$ cat config.mk
export PLATFORM = sky130hd
export DESIGN_NAME = key_led_scheduler
export DESIGN_NICKNAME = d
export VERILOG_FILES = /design/src/rtl/key_led_scheduler.sv
export SDC_FILE = /design/constraint.sdc
export NUM_CORES = 1
export LEC_CHECK = 0
export BUFFER_PORTS_ARGS = -buffer_cell sky130_fd_sc_hd__buf_4
export CAP_MARGIN = 10
export CORE_MARGIN = 10
export CORE_UTILIZATION = 45
export CTS_CLUSTER_SIZE = 12
export DETAILED_ROUTE_END_ITERATION = 16
export PLACE_DENSITY = 0.65
export SLEW_MARGIN = 10
export SYNTH_ARGS = -nofsm -noshare
export SYNTH_HDL_FRONTEND = slang
export SYNTH_SLANG_ARGS = --single-unit
export TNS_END_PERCENT = 1
$ cat constraint.sdc
create_clock -name clk -period 4.55 [get_ports clk]
set_clock_uncertainty 0.1 [all_clocks]
set_input_delay 0 -clock clk [delete_from_list [all_inputs] [get_ports clk]]
set_output_delay 0 -clock clk [all_outputs]
set_load 0.005 [all_outputs]
$ cat src/rtl/key_led_scheduler.sv
// key_led_scheduler
//
// Arbitrates a shared LED bank between w_key push-button requesters.
// Each raw key is synchronised (two flops) and rising-edge detected (third
// flop); a detected edge latches a pending request. When the scheduler is
// idle it picks the next pending requester round-robin, grants it the bank
// for hold_cycles clocks while a single lit LED walks left across the bank,
// then spends one cooldown clock before arbitrating again.
//
// Ports
//   clk          single clock, all state updates on its rising edge
//   rst_n        asynchronous active-low reset
//   key          raw asynchronous requests, active-high, one per requester
//   led          shared LED bank, registered (one-hot while granted, else 0)
//   grant        one-hot owner of the bank, all-zero when unowned, registered
//   busy         high while granting or cooling down, registered
//   state_dbg    current scheduler state (0 idle, 1 grant, 2 cooldown)
//   pending_dbg  latched, not yet served requests

module key_led_scheduler #(
    parameter int w_key       = 4,
    parameter int w_led       = 8,
    parameter int hold_cycles = 16
) (
    input  logic             clk,
    input  logic             rst_n,
    input  logic [w_key-1:0] key,
    output logic [w_led-1:0] led,
    output logic [w_key-1:0] grant,
    output logic             busy,
    output logic [1:0]       state_dbg,
    output logic [w_key-1:0] pending_dbg
);

    localparam int idx_w     = (w_key > 1) ? $clog2(w_key) : 1;
    localparam int led_idx_w = (w_led > 1) ? $clog2(w_led) : 1;
    localparam int cnt_w     = 8;

    typedef enum logic [1:0] {
        st_idle     = 2'd0,
        st_grant    = 2'd1,
        st_cooldown = 2'd2
    } state_t;

    state_t             state;
    logic [w_key-1:0]   sync1;
    logic [w_key-1:0]   sync2;
    logic [w_key-1:0]   sync3;
    logic [w_key-1:0]   pending;
    logic [w_key-1:0]   rise;
    logic [idx_w-1:0]   last;
    logic [cnt_w-1:0]   hold_cnt;

    logic               any_pending;
    logic [idx_w-1:0]   winner;
    logic [w_key-1:0]   winner_oh;
    logic [w_led-1:0]   led_start;
    logic [w_key-1:0]   clear_mask;

    // sync3 holds the previous synchronised level, so a rise is a one-clock
    // pulse in the same cycle sync2 first shows the key high.
    assign rise = sync2 & ~sync3;

    always_ff @(posedge clk or negedge rst_n) begin
        if (!rst_n) begin
            sync1 <= '0;
            sync2 <= '0;
            sync3 <= '0;
        end else begin
            sync1 <= key;
            sync2 <= sync1;
            sync3 <= sync2;
        end
    end

    // Round-robin pick: scan upward from the index after the last owner,
    // wrapping, and take the first pending request found.
    always_comb begin
        logic             found;
        logic [idx_w-1:0] cand;
        found  = 1'b0;
        cand   = '0;
        winner = '0;
        for (int off = 1; off <= w_key; off++) begin
            cand = idx_w'((int'(last) + off) % w_key);
            if (!found && pending[cand]) begin
                found  = 1'b1;
                winner = cand;
            end
        end
    end

    assign any_pending = |pending;

    always_comb begin
        winner_oh         = '0;
        winner_oh[winner] = 1'b1;
    end

    // The walking LED starts at the winner's index folded onto the bank.
    always_comb begin
        led_start = '0;
        led_start[led_idx_w'(int'(winner) % w_led)] = 1'b1;
    end

    // Only an actual grant issue clears a pending bit.
    assign clear_mask = (state == st_idle && any_pending) ? winner_oh : '0;

    always_ff @(posedge clk or negedge rst_n) begin
        if (!rst_n) begin
            state    <= st_idle;
            grant    <= '0;
            led      <= '0;
            busy     <= 1'b0;
            pending  <= '0;
            last     <= idx_w'(w_key - 1);
            hold_cnt <= '0;
        end else begin
            // A new edge in the same cycle as its own clear keeps the bit set,
            // so back-to-back presses of the owner are never dropped.
            pending <= (pending & ~clear_mask) | rise;

            case (state)
                st_idle: begin
                    if (any_pending) begin
                        state    <= st_grant;
                        grant    <= winner_oh;
                        led      <= led_start;
                        busy     <= 1'b1;
                        last     <= winner;
                        hold_cnt <= cnt_w'(hold_cycles - 1);
                    end else begin
                        grant <= '0;
                        led   <= '0;
                        busy  <= 1'b0;
                    end
                end

                st_grant: begin
                    if (hold_cnt == '0) begin
                        state <= st_cooldown;
                        grant <= '0;
                        led   <= '0;
                        busy  <= 1'b1;
                    end else begin
                        hold_cnt <= hold_cnt - cnt_w'(1);
                        led      <= {led[w_led-2:0], led[w_led-1]};
                    end
                end

                st_cooldown: begin
                    state <= st_idle;
                    grant <= '0;
                    led   <= '0;
                    busy  <= 1'b0;
                end

                default: begin
                    state <= st_idle;
                    grant <= '0;
                    led   <= '0;
                    busy  <= 1'b0;
                end
            endcase
        end
    end

    assign state_dbg   = state;
    assign pending_dbg = pending;

endmodule

## Word level (Yosys, flattened, before mapping)

Index checks and enable logic that the tools add are counted.

- Add/subtract/negate cells: 5
- Order comparisons: 7
- Eq/ne operators: 4
- Mux-type cells: 35
- Bitwise operators: 5
- Reductions and logical operators: 16

Operators with widths:

| kind | number |
|---|---|
| one-hot mux 8 bit (2 select lines) | 2 |
| 2-to-1 mux 8 bit | 3 |
| 2-to-1 mux 4 bit | 4 |
| less-than comparator 2 x 3 -> 1 bit, second input constant | 5 |
| 2-to-1 mux 2 bit | 6 |
| 2-to-1 mux 1 bit | 11 |
| AND 4 bit | 2 |
| binary-select mux 1 bit (select 2 bit) | 4 |
| zero test 8 bit | 1 |
| NOT 4 bit | 2 |
| one-hot mux 4 bit (2 select lines) | 1 |
| subtractor 8 x 1 -> 8 bit, second input constant | 1 |
| logical AND 1 bit | 6 |
| inequality test 2 bit, second input constant | 3 |
| adder 2 x 1 -> 2 bit, second input constant | 2 |
| adder 2 bit, second input constant | 2 |
| demux 1 bit (select 2 bit) | 2 |
| less-than comparator 2 x 4 -> 1 bit, second input constant | 1 |
| OR 4 bit | 1 |
| one-hot mux 2 bit (2 select lines) | 1 |
| AND reduction 2 bit | 2 |
| OR reduction 4 bit | 1 |
| zero test 1 bit | 3 |
| AND reduction 3 bit | 1 |
| 5 further kinds | 5 |

- Register bits: 41
- Bits of input ports: 6
- Output and inout port bits: 19
- Logic and storage cells: 82

## Depth between registers and ports, before layout

Gate-level depths: netlist of the first run.

- Depth after elaboration: 21
- Gate-level depth with buffers: 8
- Mapped depth without buffers: 6

## Least setup slack after synthesis of the first run

OpenSTA, ideal clock, no wires.

- Path kind: register to register
- Start point: register hold_cnt[0]
- End point: register hold_cnt[2]
- Library setup time: 0.126 ns
- Arrival: 1.383 ns
- Data required time: 4.324 ns
- Path slack: 2.940 ns
- Cell stages (with the launch flop): 7
- Path buffers: 1
- Period minus slack after synthesis: 1.610 ns
- Path through: dfrtp_1 -> inv_1 -> ha_1 -> nor3b_2 -> a21oi_2 -> buf_6 -> a221o_1

- Cells in the longest elaborated chain, start to end: 3
- Elaborated cells between the ends (all ways): 6
- Those cells by class: add/sub (1); eq/ne (1); mux (2); reduce/logical (2)

Ends and longest elaborated chain:

| item | line | source |
|---|---|---|
| from (decl) | 52 | `logic [cnt_w-1:0] hold_cnt;` |
| from (signal assigned) | 131 | `hold_cnt <= cnt_w'(hold_cycles - 1);` |
| from (signal assigned) | 146 | `hold_cnt <= hold_cnt - cnt_w'(1);` |
| subtractor 8 x 1 -> 8 bit or zero test 8 bit (tied branches) | 146, 140 |  |
| 2-to-1 mux 8 bit or inequality test 2 bit (tied branches) | -- |  |
| one-hot mux 8 bit (2 select lines) or AND reduction 3 bit (tied branches) | -- |  |

Several ways; a longest one is shown, not always the timed one. The select of a mux whose other input is x is not followed.
A chain may end at the register's enable or synchronous reset.

## Final worst setup path of the first run

- Start point: register hold_cnt[0]
- End point: register hold_cnt[3]

Same word-level chain as after synthesis.

==> metrics.csv, run 1 <==
metric;value;unit
Routed Antenna Nets;0;
Leak;0.896;nW
number of gates resized after CTS;0;
htree depth;2;
TritonCTS clock tree;yes;
DR iter-0 viols;113;
maxcap violations;0;
synthesized area per cell;11.5;µm²
number of enable flip-flop cells after synthesis;0;
Final nets;183;
Filler cells;307;
antenna cells;0;
WL per Instance;14.0;µm
status;finished clean;
Die W;80.6;µm
Critical Path Start Type;flip-flop;
root buffer cell;clkbuf_8;
TritonCTS buffer count;5;
synth unique cells;39;
Worst VDD drop;0.288;mV
Setup TNS;0;ps
Pre-Repair DR Iteration Count;4;
Yosys top cell by area;dfrtp_1;
GRT overflow;0;
layout cell share with drive strength beyond 1;0.227;
largest net degree at the start of global routing;42;
final setup fails;0;
Layout area overhead;20.6;%
first-pass GRT wire length;5240;µm
most frequent cells after synthesis;dfrtp_1 (39), nand2_1 (17), nor2_1 (10), nor2b_1 (8), o21ai_1 (7);
number of global-route vias before repair;1127;
Slew Limit Fails;0;
initial antenna violation count;0;
Async SR Flop Fraction;1.00;
critical path fanouts, max;20;
post-synthesis compound-gate area fraction;0.0909;
vias post-DR;1149;
unrepaired setup endpoints after global routing;false;
# DRC;0;
Clock Latency Late Sink;290;ps
clock sinks;41;
Finished Layout Cells;222;
Syn Std Cell Area;1650;µm²
largest family of logic cells by synthesized area;simple AND/OR/NAND/NOR gates;
top-count cell post-synth;dfrtp_1;
post-synth net total;151;
Reg clk slew, reported paths;70;ps
FP Rows;21;
sequential cell area fraction in the yosys report;0.623;
DP HPWL;2230;µm
Post-Synth Simple-Gate Area;0.229;
Ports;25;
Post-Syn Instances;144;
final hold vios;0;
max_slew headroom;0.530;
PD cells;615;nW/µm²
Ys Warns;0;
die height;80.6;µm
Synth Register Bits;41;
CP arrival;2160;ps
min Tclk post-route;2050;ps
final WL;3100;µm
Worst Tran Pin Value;705;ps
Synth Area in Adders;0.00758;
Hold Path Class;in -> async;
fmax;489;MHz
clk buf depth;2;
dominant synthesized flop cell;dfrtp_1;
Initial Utilization;0.480;
Post-CTS Setup Bufs;0;
placer congestion estimate;0.801;
core area;3440;µm²
crit share post-route;0.450;
Placed Cells;210;
Synth area leaders;dfrtp_1 (59%), nand2_1 (3.9%), dfstp_2 (3.2%);
XOR/XNOR Fraction of Synth Area;0.0106;
Port-buffer cells;24;
# hold bufs at CTS;5;
Critical Path Sink Type;flip-flop;
worst setup path class;reg -> reg;
drt via density;5.18;
GRT Overall Usage;0.104;
Critical Path RT;4670;ps
Worst R2R Path Depth;6;
area share of the largest cell type after synthesis;0.591;
die area;6490;µm²
mux cell area share after synthesis;0.0121;
where the power goes:
group          leakage [nW]  internal (W)  total, W  switching [W]
registers             0.494      0.000468  0.000562      0.0000934
logic                 0.358      0.000205  0.000431       0.000226
clock network        0.0443      0.000120  0.000232       0.000112
total                 0.896      0.000793   0.00123       0.000432
final timing paths:
check,startpoint,end,slack [ps]
hold / removal,rst_n,grant[0]$_DFFE_PN0P_,100
max in group asynchronous,rst_n,pending_dbg[2]$_DFF_PN0_,3880
setup / recovery,hold_cnt[0]$_DFFE_PN0P_,hold_cnt[3]$_DFFE_PN0P_,2500
setup reg to reg,hold_cnt[0]$_DFFE_PN0P_,hold_cnt[3]$_DFFE_PN0P_,2500
min in group clk,sync1[3]$_DFF_PN0_,sync2[3]$_DFF_PN0_,250
hold reg to reg,sync1[3]$_DFF_PN0_,sync2[3]$_DFF_PN0_,250
critical path, cell delays in order, from the launching register on:
cell and delay, ps:
dfrtp_1 380, inv_1 70, ha_1 210, nor3b_2 180
a21oi_2 560, or3b_1 400, nand3_1 80
layout make-up:
class / count / area, µm² / area share
Clock buffer: 7 / 86.3 / 0.0433
Sequential cell: 41 / 1030 / 0.516
Timing Repair Buffer: 29 / 230 / 0.116
Multi-Input combinational cell: 96 / 578 / 0.290
Tap cell: 46 / 57.6 / 0.0289
Inverter: 3 / 11.3 / 0.00565
cell usage in the layout (no fill, tap or decap), types with 2 or more instances in the layout:
cell type,n
a21oi_1,5
and2_1,4
buf_4,24
clkbuf_8,6
dfrtp_1,39
dfstp_2,2
dlygate4sd3_1,5
inv_1,3
mux2i_1,2
nand2_1,17
nand2b_1,3
nand3_1,2
nor2_1,10
nor2b_1,8
nor3_1,6
nor4_1,2
o21ai_0,6
o21ai_1,7
or3_1,3
or3b_1,2
stage by stage:
step	area, µm²	setup WS, ps	hold WS [ps]	power (W)	util
3_5_place_dp	1860	2490	-91.1	0.00100	0.539
3_3_place_gp	1860	2570	-100	0.000985	0.539
5_1_grt	1990	2380	175	0.00133	0.579
4_1_cts	1990	2490	136	0.00124	0.579
2_1_floorplan	1650	2940	-396	0.000836	-
6_report	1990	2500	103	0.00123	0.579
sequential cells by signal (all words and copies together), names as in the netlist:
signal / count
sync1: 4
state_dbg: 2
last: 2
pending_dbg: 4
sync2: 4
grant: 4
led: 8
hold_cnt: 8
busy: 1
sync3: 4
metal layers:
| metal | GRT usage | vias up | wire length [µm] |
|---|---|---|---|
| met1 | 0.125 | 543 | 1360 |
| met2 | 0.150 | 39 | 1390 |
| li1 | - | 557 | - |
| met4 | 0.0599 | 0 | 96 |
| met3 | 0.0457 | 10 | 251 |
| met5 | 0 | - | 0 |
cells by family (layout without fill, tap and decap cells):
family / count (synthesis) / count (layout)
XOR/XNOR: 2 / 2
flip-flops: 41 / 41
multiplexers: 2 / 2
AO/OA/AOI/OAI: 25 / 25
adder cells (fa/ha/maj): 1 / 1
AND/OR/NAND/NOR: 66 / 66
buffers and inverters: 7 / 39
Note: power is estimated with default switching activity, not from simulation.
==> run 2, diff against run 1 <==
--- a/config.mk
+++ b/config.mk
@@ -5,13 +5,13 @@
 export SDC_FILE = /design/constraint.sdc
 export NUM_CORES = 1
 export LEC_CHECK = 0
+export ABC_AREA = 1
 export BUFFER_PORTS_ARGS = -buffer_cell sky130_fd_sc_hd__buf_4
 export CAP_MARGIN = 10
 export CORE_MARGIN = 10
 export CORE_UTILIZATION = 45
 export CTS_CLUSTER_SIZE = 12
 export DETAILED_ROUTE_END_ITERATION = 16
-export PLACE_DENSITY = 0.65
 export SLEW_MARGIN = 10
 export SYNTH_ARGS = -nofsm -noshare
 export SYNTH_HDL_FRONTEND = slang
==> constraint.sdc (replaced) <==
create_clock -name clk -period 2.1 [get_ports clk]
set_clock_uncertainty 0.1 [all_clocks]
set_input_delay 0 -clock clk [delete_from_list [all_inputs] [get_ports clk]]
set_output_delay 0 -clock clk [all_outputs]
set_load 0.005 [all_outputs]
==> run 2 against run 1 <==
Against the previous run:
- fmax rose by 5.9%
- cell count increased by 38%
- first-iteration DRC count rose by 6.2%
==> metrics.csv, run 2 <==
metric;value;unit
Critical Path Start Type;flip-flop;
Finished Layout Cells;307;
dominant synthesized flop cell;dfrtp_1;
synth unique cells;22;
root buffer cell;clkbuf_8;
initial antenna violation count;0;
Slew Limit Fails;0;
unrepaired setup endpoints after global routing;false;
Port-buffer cells;24;
Slowest-stage cell, CP;dfstp_2;
top-count cell post-synth;nand2_1;
Reg clk slew, reported paths;80;ps
cell area after layout;2260;µm²
Synth Area in Adders;0.00667;
die height;84.6;µm
number of enable flip-flop cells after synthesis;0;
layout cell share with drive strength beyond 1;0.241;
final WL;3820;µm
maxcap violations;0;
TritonCTS buffer count;5;
core area;4030;µm²
Yosys top cell by area;dfrtp_1;
Synth Register Bits;41;
Post-CTS Setup Bufs;0;
largest net degree at the start of global routing;42;
Async SR Flop Fraction;1.00;
Worst Tran Pin Value;502;ps
sequential cell area fraction in the yosys report;0.548;
DR iter-0 viols;120;
Syn Std Cell Area;1880;µm²
Leak;1.20;nW
Critical Path RT;2180;ps
Final nets;263;
Clock Latency Late Sink;290;ps
Initial Utilization;0.466;
Die W;84.6;µm
most frequent cells after synthesis;nand2_1 (67), dfrtp_1 (39), inv_1 (22), nor2_1 (20), nand2_2 (16);
FP Rows;23;
CP delay by family, top;simple AND/OR/NAND/NOR gates;
WL per Instance;12.4;µm
first-pass GRT wire length;6580;µm
Hold Path Class;in -> async;
# DRC;0;
Worst VDD drop;0.571;mV
placer congestion estimate;0.899;
area share of the largest cell type after synthesis;0.520;
min Tclk post-route;1930;ps
crit share post-route;0.920;
dpl ws;172;ps
TritonCTS clock tree;yes;
Placed Cells;294;
biggest regs;hold_cnt: 8 flops, led: 8 flops;
most common cell after layout, fill and taps aside;nand2_1;
mux cell area share after synthesis;0;
most frequent cells in the layout;nand2_1 (67), dfrtp_1 (39), buf_4 (25), inv_1 (22), nor2_1 (19);
Filler cells;371;
GRT overflow;0;
final hold vios;0;
status;finished clean;
Setup WS post-layout;168;ps
vias post-DR;1485;
Critical Path Sink Type;flip-flop;
post-synthesis compound-gate area fraction;0.0540;
Synth area leaders;dfrtp_1 (52%), nand2_1 (13%), nand2_2 (5.3%);
Layout area overhead;20.7;%
GRT Overall Usage;0.111;
most used cell, CP;nand2_1;
Placement Cell Area;2100;µm²
worst path bufs/invs;1;
htree depth;2;
final setup fails;0;
XOR/XNOR Fraction of Synth Area;0.00934;
largest family of logic cells by synthesized area;simple AND/OR/NAND/NOR gates;
synthesized area per cell;8.45;µm²
DP HPWL;2840;µm
Routed Antenna Nets;0;
critical path cell sequence;buf_4, nand2_1, nand2_1, nand2_1, nand2_2, nand2_2, nor2_4, nor2_1, nor2_2, nand3_2, nand2_1, nand2_1;
clock sinks;41;
critical path fanouts, max;8;
PD cells;1560;nW/µm²
post-synth net total;229;
max_slew headroom;0.666;
antenna cells;0;
CP arrival;2010;ps
Ys Warns;0;
Post-Syn Instances;222;
drt via density;4.84;
Pre-Repair DR Iteration Count;4;
clk buf depth;2;
Setup TNS;0;ps
Worst path max stage delay;590;ps
Ports;25;
worst setup path class;reg -> reg;
number of global-route vias before repair;1412;
Post-Synth Simple-Gate Area;0.312;
die area;7150;µm²
fmax;518;MHz
run 2: cell count changes after synthesis, sizes merged, moves of 3 or more:
cell | previous run | this run
nor4 | 4 | 1
inv | 3 | 26
nor2b | 8 | 0
or3 | 3 | 0
nand2 | 17 | 83
nand3 | 2 | 19
and2 | 4 | 0
nor2 | 11 | 23
nor3 | 7 | 0
nand2b | 4 | 0
run 2: kinds of logic (layout without fill, tap and decap cells):
logic type               Yosys count  after routing
adder cells (fa/ha/maj)            1              1
flip-flops                        41             41
XOR/XNOR                           2              2
AO/OA/AOI/OAI                     20             20
buffers and inverters             30             65
AND/OR/NAND/NOR                  128            128
run 2: path summary, 6_finish.rpt:
check / depth (start not counted) / slack [ps] / startpoint / endpoint
setup / recovery: 12 / 170 / last[0]$_DFFE_PN1P_ / pending_dbg[3]$_DFF_PN0_
hold / removal: 2 / 130 / rst_n / sync1[1]$_DFF_PN0_
setup reg to reg: 12 / 170 / last[0]$_DFFE_PN1P_ / pending_dbg[3]$_DFF_PN0_
hold reg to reg: 0 / 250 / sync1[2]$_DFF_PN0_ / sync2[2]$_DFF_PN0_
max in group asynchronous: 2 / 1400 / rst_n / last[1]$_DFFE_PN1P_
min in group clk: 0 / 250 / sync1[2]$_DFF_PN0_ / sync2[2]$_DFF_PN0_
run 2: power by group:
group / total, W / internal [W] / switching [W]
registers: 0.00122 / 0.00104 / 0.000189
logic: 0.00170 / 0.000629 / 0.00107
clock network: 0.000617 / 0.000357 / 0.000261
total: 0.00354 / 0.00202 / 0.00152
run 2: repair_timing:
| action | CTS | global route |
|---|---|---|
| hold buffers | 5 | 0 |
| gates resized for setup | 0 | 2 |
| setup endpoints to repair | 0 | 2 |
| hold endpoints to repair | 45 | 0 |
run 2: layout make-up:
class | count | area, µm² | share of cell area
Multi-Input combinational cell | 151 | 723 | 0.319
Sequential cell | 41 | 1030 | 0.454
Tap cell | 50 | 62.6 | 0.0276
Inverter | 27 | 101 | 0.0448
Clock inverter | 2 | 38.8 | 0.0171
Timing Repair Buffer | 30 | 238 | 0.105
Clock buffer | 6 | 72.6 | 0.0320
run 2: routing by layer:
layer / global-route usage / vias to the layer above / routed length [µm]
li1: - / 763 / -
met1: 0.136 / 687 / 1690
met2: 0.176 / 30 / 1900
met3: 0.0300 / 5 / 169
met4: 0.0494 / 0 / 60
met5: 0 / - / 0
run 2: per-stage QoR:
stage,total power [W],hold WS [ps],util
2_1_floorplan,0.00245,-396,-
3_3_place_gp,0.00294,-90.1,0.520
3_5_place_dp,0.00294,-91.1,0.520
4_1_cts,0.00358,126,0.560
5_1_grt,0.00388,173,0.562
6_report,0.00354,129,0.562
==> run 3, diff against run 2 <==
--- a/config.mk
+++ b/config.mk
@@ -7,8 +7,8 @@
 export LEC_CHECK = 0
 export ABC_AREA = 1
 export BUFFER_PORTS_ARGS = -buffer_cell sky130_fd_sc_hd__buf_4
-export CAP_MARGIN = 10
-export CORE_MARGIN = 10
+export CAP_MARGIN = 20
+export CORE_MARGIN = 8
 export CORE_UTILIZATION = 45
 export CTS_CLUSTER_SIZE = 12
 export DETAILED_ROUTE_END_ITERATION = 16
@@ -16,4 +16,3 @@
 export SYNTH_ARGS = -nofsm -noshare
 export SYNTH_HDL_FRONTEND = slang
 export SYNTH_SLANG_ARGS = --single-unit
-export TNS_END_PERCENT = 1
==> run 3 against run 2 <==
Against the previous run:
- critical path depth is 1 lower
- via count is 2.8% lower
- non-clock buffer count is 3 higher
- worst setup slack better by 28 ps
- critical path type unchanged
- sequential power hardly changed
- fmax is 1.5% higher
- combinational power hardly changed
- wire length is 1.2% lower
- flip-flop and latch count stayed put
- power is 0.39% higher
- die area is 9.2% lower
==> metrics.csv, run 3 (synthesis results as in run 2) <==
metric;value;unit
status;finished clean;
Critical Path Start Type;flip-flop;
initial antenna violation count;0;
Leak;1.22;nW
TritonCTS buffer count;5;
Final nets;266;
Reg clk slew, reported paths;70;ps
die height;80.6;µm
vias post-DR;1443;
FP Rows;23;
antenna cells;0;
CP delay by family, top;simple AND/OR/NAND/NOR gates;
Port-buffer cells;24;
GRT overflow;0;
maxcap violations;0;
biggest regs;hold_cnt: 8 flops, led: 8 flops;
DR iter-0 viols;115;
worst path bufs/invs;1;
GRT Overall Usage;0.128;
Critical Path RT;2180;ps
crit share post-route;0.907;
Slowest-stage cell, CP;dfstp_2;
placer congestion estimate;0.843;
Critical Path Sink Type;flip-flop;
Slew Limit Fails;0;
Worst Tran Pin Value;502;ps
layout cell share with drive strength beyond 1;0.251;
drt via density;4.67;
number of global-route vias before repair;1360;
worst setup path class;reg -> reg;
Routed Antenna Nets;0;
Layout area overhead;21.6;%
fmax;525;MHz
Worst VDD drop;0.602;mV
TritonCTS clock tree;yes;
most common cell after layout, fill and taps aside;nand2_1;
first-pass GRT wire length;6340;µm
unrepaired setup endpoints after global routing;false;
most used cell, CP;nand2_1;
Setup TNS;0;ps
max_slew headroom;0.666;
Clock Latency Late Sink;290;ps
Die W;80.6;µm
WL per Instance;12.2;µm
Initial Utilization;0.469;
die area;6490;µm²
htree depth;2;
clock sinks;41;
Placed Cells;294;
Ports;25;
# DRC;0;
final WL;3770;µm
DP HPWL;2770;µm
largest net degree at the start of global routing;42;
core area;4000;µm²
critical path cell sequence;inv_2, nand2_1, nand2_1, nand2_2, nand2_2, nor2_1, nand2_1, nand2_2, nand3_1, o21ai_1, nand2_1;
min Tclk post-route;1900;ps
PD cells;1560;nW/µm²
final hold vios;0;
Finished Layout Cells;309;
Hold Path Class;in -> async;
most frequent cells in the layout;nand2_1 (67), dfrtp_1 (39), buf_4 (28), inv_1 (22), nor2_1 (20);
final setup fails;0;
Pre-Repair DR Iteration Count;4;
CP arrival;1980;ps
clk buf depth;2;
Worst path max stage delay;620;ps
root buffer cell;clkbuf_8;
critical path fanouts, max;13;
-- run 3: per-stage QoR --
stage               power [W]  hold WS (ps)  instance area (µm²)  utilization  worst slack, ps
CTS                   0.00353           128                 2250        0.562              116
floorplan             0.00245          -396                 1880            -              426
finish                0.00356           125                 2280        0.570              196
global route          0.00386           177                 2280        0.570             1.01
global placement      0.00292         -97.6                 2100        0.524              136
detailed placement    0.00292         -94.2                 2100        0.524              138
-- run 3: cell type report --
class                           instances  area (µm²)
Fill cell                             380        1720
Sequential cell                        41        1030
Multi-Input combinational cell        151         724
Timing Repair Buffer                   33         260
Inverter                               27         101
Clock buffer                            5        68.8
Tap cell                               50        62.6
Clock inverter                          2        35.0
-- run 3: final timing paths --
| check | cells after the start | slack [ps] | endpoint | start |
|---|---|---|---|---|
| setup / recovery | 11 | 200 | pending_dbg[1]$_DFF_PN0_ | last[0]$_DFFE_PN1P_ |
| hold / removal | 2 | 130 | sync2[1]$_DFF_PN0_ | rst_n |
| setup reg to reg | 11 | 200 | pending_dbg[1]$_DFF_PN0_ | last[0]$_DFFE_PN1P_ |
| hold reg to reg | 0 | 250 | sync2[0]$_DFF_PN0_ | sync1[0]$_DFF_PN0_ |
| max in group asynchronous | 2 | 1410 | last[0]$_DFFE_PN1P_ | rst_n |
| min in group clk | 0 | 250 | sync2[0]$_DFF_PN0_ | sync1[0]$_DFF_PN0_ |
-- run 3: layer usage --
metal	GRT usage	part of all wire
met5	0	0
met4	0.0491	0.0085
met3	0.0402	0.037
met2	0.206	0.49
met1	0.155	0.46
-- run 3: worst register-to-register path, stage by stage (launching register included) --
cell,delay (ps)
dfstp_2,620
inv_2,140
nand2_1,80
nand2_1,90
nand2_2,110
nand2_2,100
nor2_1,100
nand2_1,90
nand2_2,70
nand3_1,90
o21ai_1,150
nand2_1,60
-- run 3: power breakdown --
group	internal (W)	total (W)	switching (W)
combinational	0.000663	0.00171	0.00105
clock	0.000345	0.000598	0.000253
sequential	0.00104	0.00124	0.000207
-- run 3: what timing repair did --
action	in CTS	in global routing
endpoints found under the hold margin	45	0
resized for setup	0	2
setup endpoints to repair	0	7
setup buffers	0	3
hold buffers	5	0
